## src/rtl/mul_hilo_unit.sv

```systemverilog
// Shift-and-add unsigned multiplier that commits its 2*WIDTH product into HI/LO.
// Fixed WIDTH-cycle latency; stall holds mulu/mfhi/mflo back while a multiply runs.
module mul_hilo_unit #(
  parameter int WIDTH = 32,
  parameter int CNT_W = 5
) (
  input  logic             clk,
  input  logic             reset,
  input  logic             start,
  input  logic [WIDTH-1:0] srca,
  input  logic [WIDTH-1:0] srcb,
  input  logic             rd_req,
  input  logic             rd_hi,
  output logic [WIDTH-1:0] rd_data,
  output logic [WIDTH-1:0] hi,
  output logic [WIDTH-1:0] lo,
  output logic             busy,
  output logic             done,
  output logic             stall
);

  localparam logic [0:0] S_IDLE = 1'b0;
  localparam logic [0:0] S_RUN  = 1'b1;

  typedef struct packed {
    logic [2*WIDTH-1:0] acc;
    logic [2*WIDTH-1:0] mcand;
    logic [WIDTH-1:0]   mplier;
    logic [CNT_W-1:0]   cnt;
  } mul_st_t;

  logic [0:0]         state;
  mul_st_t            st;
  logic [2*WIDTH-1:0] acc_nxt;
  logic               last;

  assign acc_nxt = st.mplier[0] ? st.acc + st.mcand : st.acc;
  assign last    = (st.cnt == CNT_W'(WIDTH-1));

  always_ff @(posedge clk) begin
    if (reset) begin
      state <= S_IDLE;
      st    <= '0;
      hi    <= '0;
      lo    <= '0;
      done  <= 1'b0;
    end else begin
      done <= 1'b0;
      case (state)
        S_IDLE: begin
          if (start) begin
            st.acc    <= '0;
            st.mcand  <= {{WIDTH{1'b0}}, srca};
            st.mplier <= srcb;
            st.cnt    <= '0;
            state     <= S_RUN;
          end
        end
        default: begin
          st.acc    <= acc_nxt;
          st.mcand  <= st.mcand << 1;
          st.mplier <= st.mplier >> 1;
          st.cnt    <= st.cnt + CNT_W'(1);
          // Commit includes this edge's partial product add.
          if (last) begin
            {hi, lo} <= acc_nxt;
            state    <= S_IDLE;
            done     <= 1'b1;
          end
        end
      endcase
    end
  end

  assign busy    = (state == S_RUN);
  assign stall   = busy & (start | rd_req);
  assign rd_data = rd_hi ? hi : lo;

endmodule

```

## config.mk

```make
export PLATFORM = sky130hd
export DESIGN_NAME = mul_hilo_unit
export DESIGN_NICKNAME = d
export VERILOG_FILES = /design/src/rtl/mul_hilo_unit.sv
export SDC_FILE = /design/constraint.sdc
export NUM_CORES = 1
export LEC_CHECK = 0
export ABC_AREA = 0
export ABC_CLOCK_PERIOD_IN_PS = 2900
export BUFFER_PORTS_ARGS = -buffer_cell sky130_fd_sc_hd__clkbuf_2
export CAP_MARGIN = 30
export CORE_UTILIZATION = 53
export CTS_CLUSTER_DIAMETER = 200
export DETAILED_ROUTE_END_ITERATION = 12
export GPL_ROUTABILITY_DRIVEN = 1
export HOLD_SLACK_MARGIN = 0.1
export PLACE_DENSITY = 0.87
export SLEW_MARGIN = 10
export SYNTH_ARGS = -nofsm -noshare
export SYNTH_HDL_FRONTEND = slang
export SYNTH_SLANG_ARGS = --single-unit
```

## constraint.sdc

```tcl
create_clock -name clk -period 2.9 [get_ports clk]
set_input_delay 0.435 -clock clk [delete_from_list [all_inputs] [get_ports clk]]
set_output_delay 0.435 -clock clk [all_outputs]
set_load 0.02 [all_outputs]
```

# ---- Word level (Yosys, flattened, before mapping)
# Index checks and enable logic that the tools add are counted.
dict set report classes {
  mux 8
  n_eq_ne 1
  reduce_logical 4
  n_bitwise 3
  n_addsub 2
}
# cell n
set ops {}
lappend ops {{two-way mux 165 bit} 2}
lappend ops {{adder 64 bit} 1}
lappend ops {{two-way mux 64 bit} 1}
lappend ops {{two-way mux 32 bit} 1}
lappend ops {{adder 5 x 1 -> 5 bit (second input constant)} 1}
lappend ops {{== test 5 bit (second input constant)} 1}
lappend ops {{two-way mux 1 bit} 4}
lappend ops {{OR reduction 2 bit} 2}
lappend ops {{AND reduction 2 bit} 1}
lappend ops {{nonzero test 2 bit} 1}
lappend ops {{AND 1 bit} 1}
lappend ops {{NOT 1 bit} 1}
lappend ops {{OR 1 bit} 1}
dict set report totals {
  input_bits 69
  output_inout_bits 99
  regBits 231
  wordCells 28
}

# ---- Depth between registers and ports, before layout
dict set report logic_depth {
  depth_word 3
  ltp_mapped 14
  mapped_depth_nobuf 14
}

# ---- Worst setup path before layout
# Ideal clock, no wire load.
dict set report synth_path {
  path_kind {register to register}
  start {register st[37] in the netlist's numbering}
  end {register hi[28]}
  arrival_time_ps 3082
  t_required_ps 2837
  setup_time_ps 63
  stages_incl_launch_ff 15
  path_buffers 0
  path_slack_ps -245
  period_less_slack_ps 3145
  cell_sequence {dfxtp_1 > ha_1 > inv_1 > fa_1 > nor2b_1 > o21ai_1 > a21oi_1 > o21ai_0 > a2111oi_2 > o21a_1 > a21oi_1 > nor4_1 > a211oi_1 > or4_1 > nand3_1}
}
dict set report synth_between {
  elab_chain_len 2
}
# item line
set synth_lines {}
lappend synth_lines {{from (decl)} 33} ;# mul_st_t st;
lappend synth_lines {{adder 64 bit} 37} ;# assign acc_nxt = st.mplier[0] ? st.acc + st.mcand : st.acc;
lappend synth_lines {{two-way mux 64 bit} 37}
lappend synth_lines {{to (signal assigned)} 66} ;# {hi, lo} <= acc_nxt;
lappend synth_lines {{to (decl)} 15} ;# output logic [WIDTH-1:0] hi,
# No other way between the ends.
# A chain may end at the register's enable or synchronous reset.

# ---- Worst setup path in the final report
dict set report layout_path {
  start {register st[101] in the netlist's numbering}
  end {register st[141] in the netlist's numbering}
}
dict set report layout_between {
  elab_chain_len 3
}
# item line
set layout_lines {}
lappend layout_lines {{adder 64 bit} 37}
lappend layout_lines {{two-way mux 64 bit} 37}
lappend layout_lines {{two-way mux 165 bit} 49} ;# case (state)
# No other way between the ends.

==> flow_summary.toml <==
[placed_design]
place_inst = 2294
io_buffers = 167
gp_congestion = 0.992
dp_hpwl_um = 32800

[floorplanning]
fp.coreArea_um2 = 24600
initial_core_util = 0.546
ios = 168
core.rowCount = 57
dieArea_um2 = 26000
die_x_um = 161
die_h_um = 161

[synthesis]
synthCells = 1638
synth_cell_types = 79
synth_top_area_cell = "dfxtp_1"
synth_top_family_by_area = "compound AO/OA/AOI/OAI gates"
ys_seq_elements = 231
synth-xor-area-share = 0.0385
synth_mux_area_frac = 0.108
avgSynthCellArea_um2 = 8.20
synth_compound_area_frac = 0.223
synth_fa_ha_area_frac = 0.0620
synth_top_area_share = 0.344
synth-simple-area-share = 0.173
ys_seq_area_frac = 0.344
ys_async_sr_fraction = 0
yosys_most_used_dff = "dfxtp_1"
yosys-top-cells-area = "dfxtp_1 (34%), mux2i_1 (8.1%), a21oi_1 (7.2%)"
synth_nets = 1773
yosys_warnings = 0
synth.cell_area_um2 = 13400
synth-edff-count = 0

[timing]
fmax_ghz = 0.306
holdWs_ns = 0.185
min_period_ns = 3.27
postLayoutSetupSlackWorst_ns = -0.372
final-max-slew-violation-count = 0
finalHoldViolations = 0
fin_crit_sh = 1.13
tightestPinTransition_ns = 0.948
skew_ns = 0.0283
setup_viol = 49
rsz0062_at_grt = "yes"
relSlewSlack = 0.368

[critical_path]
critical_path.max_fanout = 2
crit_slowest_cell = "fa_2"
critPathTopFamily = "compound AO/OA/AOI/OAI gates"
worst-r2r-cell-count = 17
path_class = "reg2reg"
crit_path_end_kind = "flop"
worstReg2RegEnd = "st[141]"
r2r_slack_ns = -0.37
crit_buf_inv = 5
timing.rr.start = "st[101]"
crit_path_start_kind = "flop"
cpPeakStageDelay_ns = 0.38
path_depth = 17
crit_required_ns = 3.35
crit_chain = "ha_4, inv_2, fa_2, nor2b_4, o21ai_2, a21oi_2, o21ai_2, a2111oi_2, buf_4, buf_6, o21ai_4, o31ai_4, buf_6, a21oi_4, xnor2_2, buf_4, a22o_1"
cp.arrival_ns = 3.73

[status]
violations = "negative setup slack"
status = "complete, but fails checks"

[finish]
drive_gt1_frac = 0.370
antenna_cells = 0
layout_commonest_cell = "buf_4"
utilization = 0.761
area_growth_pct = 39.4
final_cell_mix = "buf_4 (306), nor2_1 (231), dfxtp_1 (214)"
final-instance-count-excl-fill = 2386
nNetsFinal = 2180

[drt]
drcViolationCount = 0
via_per_inst = 6.15
wl_um = 49400
routed-via-count = 14700
drt_pass1_iterations = 6
routedWlPerCell_um = 20.7
drt-initial-drc-count = 1548
ant_nets = 0

[global_routing]
grt_max_degree = 102
grt_remaining_overflow = 0
grt_pass1_vias = 14000
antenna_found_initial = 0
grt_usage = 0.357
grt_pass1_wl_um = 74200

[power]
p_leak_nw = 8.60
clockPowerShare = 0.443
netSwitchingPower_mw = 1.92
power_frac_comb = 0.108
p_seq_frac = 0.448
ir_worst_vdd_uv = 447
power.total_mw = 7.34
internal_power_mw = 5.42
p_per_area_nw_per_um2 = 392
sw_frac_of_total = 0.262

[cts]
cts.sinks = 231
cts.path.max_buffers = 3
cts_tree = "built"
cts_made_buffers = 26
h-tree-depth = 1
clk_pin_slew_worst_paths_ns = 0.07
clkLatencyLatePin_ns = 0.57
root_buffer = "clkbuf_16"

[worst_hold_path]
worstHoldPathType = "in2reg"
holdPathStages = 3
hold_start = "srcb[31]"
min_to = "st[36]"

[flow_run]
cap_violations = 0
==> logic make-up after synthesis <==
logic type / Yosys count
compound gates: 479
xor+xnor: 59
fa+ha+maj: 66
buf+inv: 147
flops: 231
mux: 141
simple gates: 515
==> synth_stat cells, types with 3 or more instances <==
cell / number
nor2_1: 235
dfxtp_1: 231
a21oi_1: 193
nand2_1: 122
mux2i_1: 109
o21ai_0: 109
clkbuf_1: 71
ha_1: 65
and3_1: 55
xnor2_1: 38
mux2_2: 32
a21o_1: 31
inv_1: 28
buf_1: 23
a22o_1: 22
nand4_1: 21
xor2_1: 21
o21bai_1: 19
nand3_1: 18
a22oi_1: 14
nor2b_1: 13
nor3_1: 13
o21ba_2: 13
a31oi_1: 10
a211oi_1: 8
nand2b_1: 8
a32oi_1: 7
buf_6: 7
o21a_1: 7
or3_1: 6
a21boi_0: 5
clkbuf_8: 5
o21ai_1: 5
and2_1: 4
buf_4: 4
clkbuf_2: 4
a41oi_1: 3
and4_1: 3
o221ai_1: 3
o31ai_1: 3
==> per-layer routing <==
layer  vias up  track usage  part of all wire
li1       6633            -                 -
met1      6969        0.451              0.39
met2       838        0.607              0.48
met3       225       0.0519             0.084
met4         0        0.152             0.054
met5         -            0                 0
==> worst max-delay path by stage <==
stage / startpoint / endpoint
final: st[101] / st[141]
after global routing: st[37] / st[141]
after CTS: st[101] / st[141]
after detailed placement: st[37] / hi[28]
after global placement: st[37] / hi[8]
after floorplan: st[37] / hi[28]
==> per-stage QoR <==
step	cell area, um^2	setup TNS (ns)	setup slack, ns
after floorplan	13500	-0.338	-0.118
after global placement	16300	-9.75	-0.402
after detailed placement	16300	-14.70	-0.514
after CTS	18000	-4.64	-0.300
after global routing	18700	-12.84	-0.480
final	18700	-7.16	-0.372
==> worst reg2reg max path, delay by kind of cell (launching register included) <==
kind | cells | cell delay [ns]
compound gates | 8 | 1.31
xor+xnor | 1 | 0.15
fa+ha+maj | 2 | 0.53
buf+inv | 5 | 0.66
flops | 1 | 0.36
simple gates | 1 | 0.15
==> final cells by class <==
class                   instances  area (um^2)
clock buffers                  35          694
flip-flops and latches        231         4650
well taps                     324          405
fillers                      1549         5870
clock inverters                10          118
repair buffers                497         3430
inverters                      29          109
multi-input cells            1260         9320
==> power by group through the flow <==
stage	Sequential, mW	Clock [mW]	Combinational [mW]
after floorplan	3.34	0	0.470
after global placement	3.35	0	0.704
after detailed placement	3.35	0	0.731
after CTS	3.29	3.25	0.752
after global routing	3.29	3.40	0.850
final	3.29	3.25	0.795
==> state kept, by name, indices dropped and copies added, names as in the netlist <==
name  cells
done      1
st      165
hi       32
lo       32
busy      1
==> repair_timing <==
action	in CTS	in global routing
pin swaps	62	89
hold endpoints to repair	0	0
buffers inserted	33	25
setup endpoints to repair	74	88
hold buffers	0	0
gates resized for setup	148	124
Power figures use the tool's default switching activity.
